<file path="src/rtl/reg_file_wb_pkg.sv">
// Shared constants for the register-file writeback arbiter: grant encoding,
// the hard-wired zero register and default widths.
package reg_file_wb_pkg;
    localparam int DW_DEFAULT = 32;
    localparam int AW_DEFAULT = 5;
    localparam int CW_DEFAULT = 16;

    localparam logic GRANT_A = 1'b0;
    localparam logic GRANT_B = 1'b1;

    localparam logic [4:0] ZERO_REG = 5'd0;
endpackage

</file>
<file path="src/rtl/rr_arbiter2.sv">
// Two-way round-robin grant with a last-grant register. Ties go to the
// requester that was not granted last; hold blocks all grants.
module rr_arbiter2
    import reg_file_wb_pkg::*;
(
    input  logic       clk,
    input  logic       reset,
    input  logic       hold,
    input  logic [1:0] req,
    output logic [1:0] gnt,
    output logic       last_grant
);

    always_comb begin
        gnt = 2'b00;
        if (!hold) begin
            if (req[0] && (!req[1] || last_grant == GRANT_B)) begin
                gnt[0] = 1'b1;
            end else if (req[1]) begin
                gnt[1] = 1'b1;
            end
        end
    end

    // Reset to B so that A wins the first tie after reset.
    always_ff @(posedge clk) begin
        if (!reset) begin
            last_grant <= GRANT_B;
        end else if (gnt[0]) begin
            last_grant <= GRANT_A;
        end else if (gnt[1]) begin
            last_grant <= GRANT_B;
        end
    end

endmodule

</file>
<file path="src/rtl/reg_file_wb_arbiter.sv">
// Arbitrates the register file write port between ALU (A) and load (B) writeback.
// Optional macro WB_BYPASS_EN adds forwarding compare outputs for two read ports.
module reg_file_wb_arbiter
    import reg_file_wb_pkg::*;
#(
    parameter int DW = DW_DEFAULT,
    parameter int AW = AW_DEFAULT,
    parameter int CW = CW_DEFAULT
) (
    input  logic          clk,
    input  logic          reset,
    input  logic          hold_i,
    input  logic          a_valid_i,
    output logic          a_ready_o,
    input  logic [AW-1:0] a_addr_i,
    input  logic [DW-1:0] a_data_i,
    input  logic          b_valid_i,
    output logic          b_ready_o,
    input  logic [AW-1:0] b_addr_i,
    input  logic [DW-1:0] b_data_i,
`ifdef WB_BYPASS_EN
    input  logic [AW-1:0] rd1_addr_i,
    input  logic [AW-1:0] rd2_addr_i,
    output logic          fwd1_hit_o,
    output logic          fwd2_hit_o,
    output logic [DW-1:0] fwd1_data_o,
    output logic [DW-1:0] fwd2_data_o,
`endif
    output logic          Reg_Write_o,
    output logic [AW-1:0] Write_Register_o,
    output logic [DW-1:0] Write_Data_o,
    output logic          last_grant_o,
    output logic [CW-1:0] conflict_cnt_o
);

    logic       hold_eff;
    logic [1:0] gnt;
    logic       conflict;

    // No handshakes while reset is asserted, even though ready is combinational.
    assign hold_eff = hold_i | ~reset;
    assign conflict = ~hold_eff & a_valid_i & b_valid_i;

    rr_arbiter2 u_rr (
        .clk        (clk),
        .reset      (reset),
        .hold       (hold_eff),
        .req        ({b_valid_i, a_valid_i}),
        .gnt        (gnt),
        .last_grant (last_grant_o)
    );

    assign a_ready_o = gnt[0];
    assign b_ready_o = gnt[1];

    always_ff @(posedge clk) begin
        if (!reset) begin
            conflict_cnt_o <= '0;
        end else if (conflict && conflict_cnt_o != '1) begin
            conflict_cnt_o <= conflict_cnt_o + CW'(1);
        end
    end

    // Writes to $zero complete the handshake but never assert the write enable.
    always_ff @(posedge clk) begin
        if (!reset) begin
            Reg_Write_o      <= 1'b0;
            Write_Register_o <= '0;
            Write_Data_o     <= '0;
        end else begin
            Reg_Write_o <= 1'b0;
            if (gnt[0]) begin
                Write_Register_o <= a_addr_i;
                Write_Data_o     <= a_data_i;
                Reg_Write_o      <= (a_addr_i != AW'(ZERO_REG));
            end else if (gnt[1]) begin
                Write_Register_o <= b_addr_i;
                Write_Data_o     <= b_data_i;
                Reg_Write_o      <= (b_addr_i != AW'(ZERO_REG));
            end
        end
    end

`ifdef WB_BYPASS_EN
    // Covers the cycle where the write is registered but not yet in the file.
    assign fwd1_hit_o  = Reg_Write_o && (rd1_addr_i == Write_Register_o) &&
                         (rd1_addr_i != AW'(ZERO_REG));
    assign fwd2_hit_o  = Reg_Write_o && (rd2_addr_i == Write_Register_o) &&
                         (rd2_addr_i != AW'(ZERO_REG));
    assign fwd1_data_o = Write_Data_o;
    assign fwd2_data_o = Write_Data_o;
`endif

endmodule
</file>
<file path="config.mk">
export PLATFORM = sky130hd
export DESIGN_NAME = reg_file_wb_arbiter
export DESIGN_NICKNAME = d
export VERILOG_FILES = /design/src/rtl/reg_file_wb_pkg.sv /design/src/rtl/rr_arbiter2.sv /design/src/rtl/reg_file_wb_arbiter.sv
export SDC_FILE = /design/constraint.sdc
export NUM_CORES = 1
export LEC_CHECK = 0
export ABC_AREA = 0
export CORE_MARGIN = 5
export CORE_UTILIZATION = 41
export CTS_BUF_LIST = sky130_fd_sc_hd__clkbuf_4 sky130_fd_sc_hd__clkbuf_8
export CTS_CLUSTER_DIAMETER = 40
export DETAILED_ROUTE_END_ITERATION = 8
export GPL_TIMING_DRIVEN = 0
export PLACE_DENSITY = 0.83
export RECOVER_POWER = 25
export SLEW_MARGIN = 0
export SYNTH_ARGS = -nofsm -noshare
export SYNTH_HDL_FRONTEND = slang
export SYNTH_SLANG_ARGS = --single-unit
</file>
<file path="constraint.sdc">
create_clock -name clk -period 2.24 [get_ports clk]
set_input_delay 0.224 -clock clk [delete_from_list [all_inputs] [get_ports clk]]
set_output_delay 0.224 -clock clk [all_outputs]
set_load 0.1 [all_outputs]
</file>
==> results.py <==
metrics = {
    "timing": {
        "slew_headroom_pct": 30.5,
        "hold_ws_ns": 0.489,
        "report.final.slew_viol_count": 0,
        "clock_skew_ns": 0.0113,
        "fmax_ghz": 0.467,
        "period_needed_ns": 2.14,
        "rsz0062_at_grt": "no",
        "finalSetupViolations": 0,
        "final.period_utilization_pct": 95.7,
        "hold_viol": 0,
        "tightest_slew_ns": 1.04,
    },
    "yosys": {
        "synth_common_cells": "55 x dfxtp_1, 44 x mux2i_1, 40 x nor2_1, 37 x a211oi_1, 13 x nand2_1",
        "synthArstFlopShare_pct": 0,
        "syn_nets": 353,
        "ys_seq_elements": 55,
        "synth.most_common_cell": "dfxtp_1",
        "syn-instance-count": 273,
        "ys_seq_area_share_pct": 43.0,
        "postSynthAreaPerCell_um2": 9.38,
        "yosysTopAreaCellShare_pct": 43.0,
        "synth_top_area_cell": "dfxtp_1",
        "ys_warn_count": 0,
        "synth_area_um2": 2560,
        "synthFlopType": "dfxtp_1",
        "synth_area_leaders": "dfxtp_1 43%, mux2i_1 17%, a211oi_1 11%",
        "synth-edff-count": 0,
        "ys_types": 35,
    },
    "clock_network": {
        "cts_made_buffers": 5,
        "cts_setup_buffers": 0,
        "cts_htree_levels": 2,
        "cts_tree": "built",
        "cts_buffer_depth": 2,
        "cts_sinks": 55,
        "root_buffer": "clkbuf_8",
        "path_clk_slew_ns": 0.10,
        "clock_latency_ns": 0.31,
    },
    "route": {
        "drcViolationCount": 0,
        "vias_per_cell": 5.29,
        "postRouteAntennaNets": 0,
        "drt_iter0_markers": 70,
        "dr_total_vias": 2590,
        "wl_mm": 7.98,
        "routedWlPerCell_um": 16.3,
        "drtPass1Iterations": 4,
    },
    "outcome": {
        "outcome": "complete, no violations",
    },
    "power_and_ir_drop": {
        "finalPower_w": 0.00239,
        "p_per_area_nw_per_um2": 583,
        "leakagePower_nw": 1.63,
        "clkPwrFrac_pct": 23.7,
        "p_int_w": 0.00152,
        "switching_share_pct": 36.2,
        "pwr-share-seq_pct": 44.1,
        "combPwrFrac_pct": 32.2,
        "ir_worst_vdd_mv": 0.380,
        "switchingPower_w": 0.000866,
    },
    "setup_path": {
        "path_delay_family": "buffers and inverters",
        "startpoint": "a_valid_i",
        "crit_arrival_ns": 1.92,
        "cp_max_fo": 19,
        "reg2reg_from": "conflict_cnt_o[0]$_SDFFE_PN0P_",
        "required_ns": 2.02,
        "path_cells": "clkdlybuf4s50_1 -> nor2b_1 -> nand3_1 -> buf_2 -> inv_1 -> clkbuf_4",
        "crit_type": "in2out",
        "end_kind": "primary output",
        "crit_buf_inv": 4,
        "slowest_stage": "clkdlybuf4s50_1",
        "crit_path_start_kind": "input port",
        "cpPeakStageDelay_ns": 0.61,
    },
    "layout": {
        "finalNetCount": 494,
        "syn2layout_area_growth_pct": 59.9,
        "antenna-diode-count": 0,
        "num-fill-cells": 507,
        "drive_gt1_share_pct": 8.19,
        "fin_area_um2": 4100,
    },
    "placed_design": {
        "routabilityCongestion": 0.820,
        "port_buffers": 135,
        "postPlaceCellArea_um2": 4030,
        "hpwl_mm": 6.31,
    },
    "die": {
        "die_area_um2": 7930,
        "coreArea_um2": 5990,
        "start_util_pct": 42.8,
        "rows": 28,
        "die_y_um": 89.0,
        "io-pin-count": 136,
        "die_x_um": 89.0,
    },
    "flow_run": {
        "drv_cap": 0,
    },
    "grt": {
        "grtUsageTotal_pct": 19.9,
        "overflow": 0,
        "antenna_found_initial": 0,
        "grt_pass1_wl_mm": 12.4,
        "grt_pass1_vias": 2648,
        "grt_start_max_net_pins": 20,
    },
    "worst_hold_path": {
        "min_from": "conflict_cnt_o[10]$_SDFFE_PN0P_",
        "hold_path.class": "reg2reg",
    },
}
==> placed cells by master, fill, tap and decap left out, types with 2 or more instances in the layout <==
cell type,n
o31ai_1,4
nand2b_1,2
clkbuf_1,9
mux2i_1,44
nand3b_1,2
nand3_1,5
buf_1,2
inv_1,4
nand2_1,13
nor2_1,40
buf_2,4
nor4_1,3
and3_1,3
a21oi_1,7
nor4_2,2
nor4b_1,2
clkbuf_4,2
clkdlybuf4s50_1,133
buf_4,3
nor2b_1,2
nor3_1,2
nor3b_1,2
o21ai_0,6
or4_1,6
dfxtp_1,43
a211oi_1,37
dfxtp_2,12
clkbuf_8,5
nand4_1,5
==> worst register-to-register path, cell delays in order (launching register included) <==
cell and delay, ns:
dfxtp_1 0.40, ha_1 0.23, nand4_1 0.19, nor4_2 0.67, buf_6 0.23, nor4_1 0.07
mux2i_1 0.14
==> path summary, 6_finish.rpt <==
path,slack (ns),endpoint,cells past startpoint
worst max-delay path,0.1,a_ready_o,6
worst min-delay path,0.49,conflict_cnt_o[10]$_SDFFE_PN0P_,1
worst max register to register,0.21,conflict_cnt_o[9]$_SDFFE_PN0P_,6
worst min register to register,0.49,conflict_cnt_o[10]$_SDFFE_PN0P_,1
==> state kept, by name, summed over array words and instances (netlist names) <==
signal	cells
Write_Data_o	32
conflict_cnt_o	16
Write_Register_o	5
Reg_Write_o	1
u_rr.last_grant	1
==> routing by layer <==
| metal | vias up | GRT usage, % | wire length (um) |
|---|---|---|---|
| met3 | 8 | 8.29 | 871 |
| met1 | 1180 | 23.0 | 3090 |
| met4 | 0 | 4.33 | 109 |
| met2 | 108 | 34.3 | 3910 |
| met5 | - | 0 | 0 |
| li1 | 1294 | - | - |
==> power by group through the flow <==
stage                     sequential, W  clock, W  combinational (W)
after floorplan                 0.00143         0           0.000135
after global placement          0.00107         0           0.000767
after detailed placement        0.00108         0           0.000773
after CTS                       0.00106  0.000567           0.000774
after global routing            0.00106  0.000607           0.000802
final                           0.00105  0.000566           0.000769
==> logic make-up after synthesis <==
family,after synthesis,synth area share (%)
flops,55,43.0
compound gates,57,15.4
buf+inv,23,4.15
fa+ha+maj,1,0.488
mux,44,17.2
simple gates,93,19.7
==> metrics by stage <==
stage	instances	util (%)	setup slack (ns)	setup TNS, ns
2_1_floorplan	273	-	0.0147	0
6_report	490	68.4	0.0971	0
4_1_cts	490	68.5	0.0153	0
3_3_place_gp	483	67.2	-0.929	-1.63
5_1_grt	490	68.4	0.00583	0
3_5_place_dp	483	67.2	-0.921	-1.65
==> area by class of cell <==
type,count,area (um^2),share of cell area (%)
multi-input cells,195,1350,32.9
repair buffers,135,1350,32.9
flip-flops and latches,55,1120,27.2
well taps,75,93.8,2.29
plain buffers,18,87.6,2.14
clock buffers,6,76.3,1.86
inverters,4,15.0,0.367
clock inverters,2,12.5,0.305
==> repair_timing <==
item | in CTS | in global routing
hold endpoints to repair | 0 | 0
hold buffers | 0 | 0
gates resized for setup | 11 | 1
endpoints found under the setup margin | 2 | 1
No activity file was read; power rests on OpenSTA's default activity.
